[src/rtl/mm_iddmm_seq_if.sv]
// Core-side port of the Montgomery task sequencer: operand load beats, task handshake and result.
interface mm_iddmm_seq_if #(
  parameter int K  = 128,
  parameter int N  = 32,
  parameter int AW = 2
);
  logic          wr_ena;
  logic [AW-1:0] wr_addr;
  logic [N-1:0]  wr_x;
  logic [N-1:0]  wr_y;
  logic [N-1:0]  wr_m;
  logic [N-1:0]  wr_m1;
  logic          task_req;
  logic          task_end;
  logic          res_val;
  logic [K-1:0]  res;

  modport master (
    output wr_ena, wr_addr, wr_x, wr_y, wr_m, wr_m1, task_req,
    input  task_end, res_val, res
  );

  modport slave (
    input  wr_ena, wr_addr, wr_x, wr_y, wr_m, wr_m1, task_req,
    output task_end, res_val, res
  );
endinterface

[src/rtl/mm_iddmm_seq.sv]
// Loads operands into an mm_iddmm_sp core, issues tasks at a fixed interval and
// checks each result against an expected value with saturating pass/fail/timeout counts.
module mm_iddmm_seq #(
  parameter int K       = 128,
  parameter int N       = 32,
  parameter int AW      = ((K / N) > 1) ? $clog2(K / N) : 1,
  parameter int PERIOD  = 1000,
  parameter int TIMEOUT = 65535,
  parameter int CW      = 16
) (
  input  logic                  clk,
  input  logic                  reset,
  input  logic                  start,
  input  logic                  stop,
  input  logic [CW-1:0]         rounds,
  input  logic [K-1:0]          op_x,
  input  logic [K-1:0]          op_y,
  input  logic [K-1:0]          op_m,
  input  logic [N-1:0]          op_m1,
  input  logic [K-1:0]          op_exp,
  mm_iddmm_seq_if.master        core,
  output logic                  busy,
  output logic                  done,
  output logic [CW-1:0]         pass_cnt,
  output logic [CW-1:0]         fail_cnt,
  output logic [CW-1:0]         tmo_cnt,
  output logic [K-1:0]          last_res,
  output logic [7:0]            led
);

  localparam int W  = K / N;
  localparam int TW = $clog2(TIMEOUT + 1);
  localparam int GW = $clog2(PERIOD + 1);
  localparam logic [AW-1:0] LAST_ADDR = AW'(W - 1);
  localparam logic [TW-1:0] TMO_LAST  = TW'(TIMEOUT - 1);
  localparam logic [GW-1:0] GAP_LAST  = GW'(PERIOD - 1);

  typedef enum logic [2:0] {IDLE, LOAD, REQ, CHECK, GAP} state_t;

  state_t        state;
  logic [K-1:0]  x_l, y_l, m_l, exp_l, cap;
  logic [N-1:0]  m1_l;
  logic [CW-1:0] rounds_l, task_cnt;
  logic [TW-1:0] tcnt;
  logic [GW-1:0] gcnt;
  logic          stop_l, got;

  function automatic logic [N-1:0] word_of(input logic [K-1:0] v, input int i);
    return v[i*N +: N];
  endfunction

  function automatic logic [CW-1:0] sat_inc(input logic [CW-1:0] c);
    return (&c) ? c : c + CW'(1);
  endfunction

  assign led = {busy, |fail_cnt, |tmo_cnt, last_res[4:0]};

  // Operand snapshot and result capture carry no reset; they are qualified by state.
  always_ff @(posedge clk) begin
    if (state == IDLE && start) begin
      x_l   <= op_x;
      y_l   <= op_y;
      m_l   <= op_m;
      m1_l  <= op_m1;
      exp_l <= op_exp;
    end
    if (state == REQ && core.res_val) cap <= core.res;
  end

  always_ff @(posedge clk) begin
    if (reset) begin
      state         <= IDLE;
      busy          <= 1'b0;
      done          <= 1'b0;
      core.wr_ena   <= 1'b0;
      core.wr_addr  <= '0;
      core.wr_x     <= '0;
      core.wr_y     <= '0;
      core.wr_m     <= '0;
      core.wr_m1    <= '0;
      core.task_req <= 1'b0;
      pass_cnt      <= '0;
      fail_cnt      <= '0;
      tmo_cnt       <= '0;
      last_res      <= '0;
      rounds_l      <= '0;
      task_cnt      <= '0;
      tcnt          <= '0;
      gcnt          <= '0;
      stop_l        <= 1'b0;
      got           <= 1'b0;
    end else begin
      done <= 1'b0;
      if (state != IDLE && stop) stop_l <= 1'b1;
      unique case (state)
        IDLE: begin
          if (start) begin
            rounds_l     <= rounds;
            stop_l       <= 1'b0;
            pass_cnt     <= '0;
            fail_cnt     <= '0;
            tmo_cnt      <= '0;
            last_res     <= '0;
            task_cnt     <= '0;
            busy         <= 1'b1;
            core.wr_ena  <= 1'b1;
            core.wr_addr <= '0;
            core.wr_x    <= word_of(op_x, 0);
            core.wr_y    <= word_of(op_y, 0);
            core.wr_m    <= word_of(op_m, 0);
            core.wr_m1   <= op_m1;
            state        <= LOAD;
          end
        end
        LOAD: begin
          if (core.wr_addr == LAST_ADDR) begin
            core.wr_ena   <= 1'b0;
            core.wr_addr  <= '0;
            core.wr_x     <= '0;
            core.wr_y     <= '0;
            core.wr_m     <= '0;
            core.wr_m1    <= '0;
            core.task_req <= 1'b1;
            tcnt          <= '0;
            got           <= 1'b0;
            state         <= REQ;
          end else begin
            core.wr_addr <= core.wr_addr + AW'(1);
            core.wr_x    <= word_of(x_l, int'(core.wr_addr) + 1);
            core.wr_y    <= word_of(y_l, int'(core.wr_addr) + 1);
            core.wr_m    <= word_of(m_l, int'(core.wr_addr) + 1);
          end
        end
        REQ: begin
          if (core.res_val) got <= 1'b1;
          // task_end takes priority over an expiring timeout
          if (core.task_end) begin
            core.task_req <= 1'b0;
            state         <= CHECK;
          end else if (tcnt == TMO_LAST) begin
            core.task_req <= 1'b0;
            tmo_cnt       <= sat_inc(tmo_cnt);
            gcnt          <= '0;
            state         <= GAP;
          end else begin
            tcnt <= tcnt + TW'(1);
          end
        end
        CHECK: begin
          if (got && cap == exp_l) pass_cnt <= sat_inc(pass_cnt);
          else                     fail_cnt <= sat_inc(fail_cnt);
          last_res <= cap;
          gcnt     <= '0;
          state    <= GAP;
        end
        GAP: begin
          if (gcnt == GAP_LAST) begin
            task_cnt <= task_cnt + CW'(1);
            if ((rounds_l != '0 && task_cnt + CW'(1) == rounds_l) || stop_l || stop) begin
              busy  <= 1'b0;
              done  <= 1'b1;
              state <= IDLE;
            end else begin
              // operands are reloaded every task since the core may overwrite its RAM
              core.wr_ena  <= 1'b1;
              core.wr_addr <= '0;
              core.wr_x    <= word_of(x_l, 0);
              core.wr_y    <= word_of(y_l, 0);
              core.wr_m    <= word_of(m_l, 0);
              core.wr_m1   <= m1_l;
              state        <= LOAD;
            end
          end else begin
            gcnt <= gcnt + GW'(1);
          end
        end
        default: state <= IDLE;
      endcase
    end
  end

endmodule

[src/flat_wrapper.sv]
// flat-port wrapper written by rule: the top's interface ports become plain ports
module mm_iddmm_seq_flat 
#(
  parameter int K       = 128,
  parameter int N       = 32,
  parameter int AW      = ((K / N) > 1) ? $clog2(K / N) : 1,
  parameter int PERIOD  = 1000,
  parameter int TIMEOUT = 65535,
  parameter int CW      = 16
)
  (clk, reset, start, stop, rounds, op_x, op_y, op_m, op_m1, op_exp, busy, done, pass_cnt, fail_cnt, tmo_cnt, last_res, led, core_wr_ena, core_wr_addr, core_wr_x, core_wr_y, core_wr_m, core_wr_m1, core_task_req, core_task_end, core_res_val, core_res);
  mm_iddmm_seq_if #(.K(K), .N(N), .AW(AW)) core_i ();
  input  logic clk;
  input  logic reset;
  input  logic start;
  input  logic stop;
  input  logic [CW-1:0] rounds;
  input  logic [K-1:0] op_x;
  input  logic [K-1:0] op_y;
  input  logic [K-1:0] op_m;
  input  logic [N-1:0] op_m1;
  input  logic [K-1:0] op_exp;
  output logic busy;
  output logic done;
  output logic [CW-1:0] pass_cnt;
  output logic [CW-1:0] fail_cnt;
  output logic [CW-1:0] tmo_cnt;
  output logic [K-1:0] last_res;
  output logic [7:0] led;
  output wire logic [$bits(core_i.wr_ena)-1:0] core_wr_ena;
  output wire logic [$bits(core_i.wr_addr)-1:0] core_wr_addr;
  output wire logic [$bits(core_i.wr_x)-1:0] core_wr_x;
  output wire logic [$bits(core_i.wr_y)-1:0] core_wr_y;
  output wire logic [$bits(core_i.wr_m)-1:0] core_wr_m;
  output wire logic [$bits(core_i.wr_m1)-1:0] core_wr_m1;
  output wire logic [$bits(core_i.task_req)-1:0] core_task_req;
  input wire logic [$bits(core_i.task_end)-1:0] core_task_end;
  input wire logic [$bits(core_i.res_val)-1:0] core_res_val;
  input wire logic [$bits(core_i.res)-1:0] core_res;
  assign core_wr_ena = core_i.wr_ena;
  assign core_wr_addr = core_i.wr_addr;
  assign core_wr_x = core_i.wr_x;
  assign core_wr_y = core_i.wr_y;
  assign core_wr_m = core_i.wr_m;
  assign core_wr_m1 = core_i.wr_m1;
  assign core_task_req = core_i.task_req;
  assign core_i.task_end = core_task_end;
  assign core_i.res_val = core_res_val;
  assign core_i.res = core_res;
  mm_iddmm_seq #(.K(K), .N(N), .AW(AW), .PERIOD(PERIOD), .TIMEOUT(TIMEOUT), .CW(CW)) u_core (.clk(clk), .reset(reset), .start(start), .stop(stop), .rounds(rounds), .op_x(op_x), .op_y(op_y), .op_m(op_m), .op_m1(op_m1), .op_exp(op_exp), .core(core_i), .busy(busy), .done(done), .pass_cnt(pass_cnt), .fail_cnt(fail_cnt), .tmo_cnt(tmo_cnt), .last_res(last_res), .led(led));
endmodule
[config.mk]
export PLATFORM = sky130hd
export DESIGN_NAME = mm_iddmm_seq_flat
export DESIGN_NICKNAME = d
export VERILOG_FILES = /design/src/rtl/mm_iddmm_seq_if.sv /design/src/rtl/mm_iddmm_seq.sv /design/src/flat_wrapper.sv
export SDC_FILE = /design/constraint.sdc
export NUM_CORES = 1
export LEC_CHECK = 0
export CAP_MARGIN = 40
export CORE_AREA = 8 8 387 389
export CTS_CLUSTER_DIAMETER = 60
export DETAILED_ROUTE_END_ITERATION = 10
export DIE_AREA = 0 0 395 397
export GPL_TIMING_DRIVEN = 0
export PLACE_DENSITY_LB_ADDON = 0.12
export SLEW_MARGIN = 20
export SYNTH_ARGS = -nofsm -noshare
export SYNTH_HDL_FRONTEND = slang
export SYNTH_SLANG_ARGS = --single-unit
[constraint.sdc]
create_clock -name clk -period 30.7 [get_ports clk]
set_input_delay 7.675 -clock clk [delete_from_list [all_inputs] [get_ports clk]]
set_output_delay 7.675 -clock clk [all_outputs]
set_load 0.02 [all_outputs]
==> reports/results.ini <==
[synthesis]
synth_nets=3837
synth_compound_area_share_pct=11.8
seq_area_frac_synth_pct=69.0
yosysMostFrequentCell=edfxtp_1
syn_area_per_cell_um2=12.8
netlist_instances=3133
yosys-top-cells-count=672 x edfxtp_1, 373 x dfxtp_1, 315 x nand2_1, 219 x a21oi_1, 194 x nor2_1
yosys_warnings=0
ys_ff_latch=1045
async_reset_ff_share_pct=0
synth_xor_area_share_pct=3.26
synth_top_family_by_area=compound AO/OA/AOI/OAI gates
synthAdderAreaFrac_pct=0.312
yosys.area.top_type_share_pct=50.4
synth-edff-count=672
synthMuxAreaShare_pct=2.63
synth-main-ff-cell=edfxtp_1
synthSimpleGateAreaFrac_pct=10.4
yosysTopAreaCell=edfxtp_1
synthTopCellsByArea=edfxtp_1 50%, dfxtp_1 19%, nand2_1 3.0%
syn_area_um2=40100
yosys.cell_types.count=65

[clock_network]
postCtsSetupRepairBufs=0
htree_num_levels=4
cts.sinks=1045
cts-root-buf=clkbuf_16
cts_made_buffers=134
cts_tree=yes
cts.clk_slew.worst_paths_ps=60
ctsHoldBuffers=0
cts.repair.resized=0
worstSkewPairLatency_ps=760
cts_buffer_depth=3

[route]
dr.pass1.iters=7
drt-vias-per-instance=4.86
remaining_drc_errors=0
wirelength_um=185000
num_vias=31100
drt_iter0_markers=2615
route.antenna.remaining_nets=0
avgRoutedWirePerCell_um=28.9

[timing]
slew_viol_final=0
tightest_slew_ps=921
skew_ps=29.6
relSlewSlack_pct=36.9
holdWs_ps=465
finalSetupViolCount=0
rsz0062_at_grt=no
hold_viol=0
max_freq_mhz=91.1
finalCritPeriodShare_pct=35.8
fin_crit_ps=10980

[setup_path]
path_class=in -> reg
r2r_end=u_core.x_l[111]
startpoint_type=input port
r2r-start=u_core.state[2]
worst_setup_path_end_kind=flop
worstPathRequired_ps=31150
r2r_setup_slack_ps=26260
arrival_ps=11430
cp_max_fo=28
rr_worst_depth=15

[die]
die_area_um2=157000
core_um2=144000
start_util_pct=27.8
row_count=140
ioPinCount=1012
chipHeight_um=397
die_w_um=395

[worst_hold_path]
hold_path_class=reg -> reg
holdPathEnd=u_core.last_res[49]
min_from=u_core.last_res[49]
holdPathStages=2

[layout]
finalInstanceArea_um2=58000
final_nets=5035
syn_to_final_growth_pct=44.7
drive_gt1_share_pct=7.59

[power]
ir_drop_mv=0.0561
power_leakage_nw=19.4
p_per_area_nw_per_um2=84.2

[place]
place_area_um2=53400
hpwl_um=149000
gp_congestion=0.839
portBuffers=1011

[global_route]
track_usage_pct=22.5
grt_pass1_wl_um=251000
grt_pass1_vias=31000
grt_max_degree=43
overflow=0
antenna_found_initial=115

[outcome]
outcome=finished clean

[flow_run]
drv_cap=0

## worst max-delay path by stage
stage,start,end,slack (ps)
global route,start,u_core.x_l[111],19440
detailed placement,start,u_core.x_l[77],18840
floorplan,start,u_core.exp_l[0],6470
global placement,start,u_core.rounds_l[13],-4500
CTS,start,u_core.x_l[78],19650
finish,start,u_core.x_l[111],19720
## where the power goes
part           total [mW]  switching, mW  internal (mW)
clock                1.57          0.643          0.930
sequential           1.93          0.113           1.82
combinational        1.38          0.864          0.515
total                4.88           1.62           3.26
## routing by layer
layer  GRT usage (%)  part of all wire, %  vias to the layer above
met2            39.9                   51                     1156
met5               0                 0.21                        -
li1                -                    -                    14300
met1            26.0                   39                    15300
met4            5.66                  2.3                       54
met3            7.89                  8.1                      318
## kinds of logic (layout without fill, tap and decap cells)
family                   count (synthesis)  in the layout
buffers and inverters                  260           1569
multiplexers                           105            105
XOR/XNOR                               149            149
flip-flops                            1045           1045
AO/OA/AOI/OAI                          675            675
other                                    0             48
AND/OR/NAND/NOR                        889            889
adder cells (fa/ha/maj)                 10             10
## cells in the final DEF (no fill, tap or decap), types with 48 or more instances in the layout
cell type	instances
clkdlybuf4s50_1	1011
edfxtp_1	672
dfxtp_1	373
nand2_1	315
a21oi_1	219
clkbuf_1	202
nor2_1	193
nand3_1	163
clkbuf_16	137
o21ai_0	120
xnor2_1	116
mux2i_1	104
a211oi_1	100
a222oi_1	96
diode_2	48
## cell type report
class,instances,area (um2)
inverter,48,180
timing repair buffer,1062,11000
fill,13900,86200
clock inverter,59,696
sequential,1045,27600
tap,1917,2400
buffer,212,885
antenna,48,120
clock buffer,188,3710
multi-input combinational,1828,11400
## worst max-delay path, cell delays in order
cell	delay, ps
clkdlybuf4s50_1	540
nand2_1	190
inv_1	130
clkbuf_1	400
clkbuf_1	390
buf_2	290
buf_12	220
buf_12	220
buf_12	230
buf_12	210
buf_16	190
buf_12	190
buf_12	220
buf_12	210
## state kept, by name, summed over array words and instances, names as in the netlist, 32 cells and up
signal,flops
u_core.cap,128
u_core.exp_l,128
u_core.last_res,128
u_core.m_l,128
u_core.x_l,128
u_core.y_l,128
u_core.core.wr_m1,32
u_core.core.wr_m,32
u_core.core.wr_x,32
u_core.core.wr_y,32
u_core.m1_l,32
## per-stage QoR
stage | power [mW] | setup slack (ps) | cells | TNS, ps | utilization [%]
floorplan | 2.79 | 6470 | 3133 | 0 | -
global placement | 3.57 | -4500 | 6061 | -2096920 | 36.5
detailed placement | 3.35 | 18840 | 6107 | 0 | 37.0
CTS | 4.95 | 19650 | 6354 | 0 | 40.1
global route | 5.10 | 19440 | 6378 | 0 | 40.2
finish | 4.88 | 19720 | 6407 | 0 | 40.2
Power figures use the tool's default switching activity.
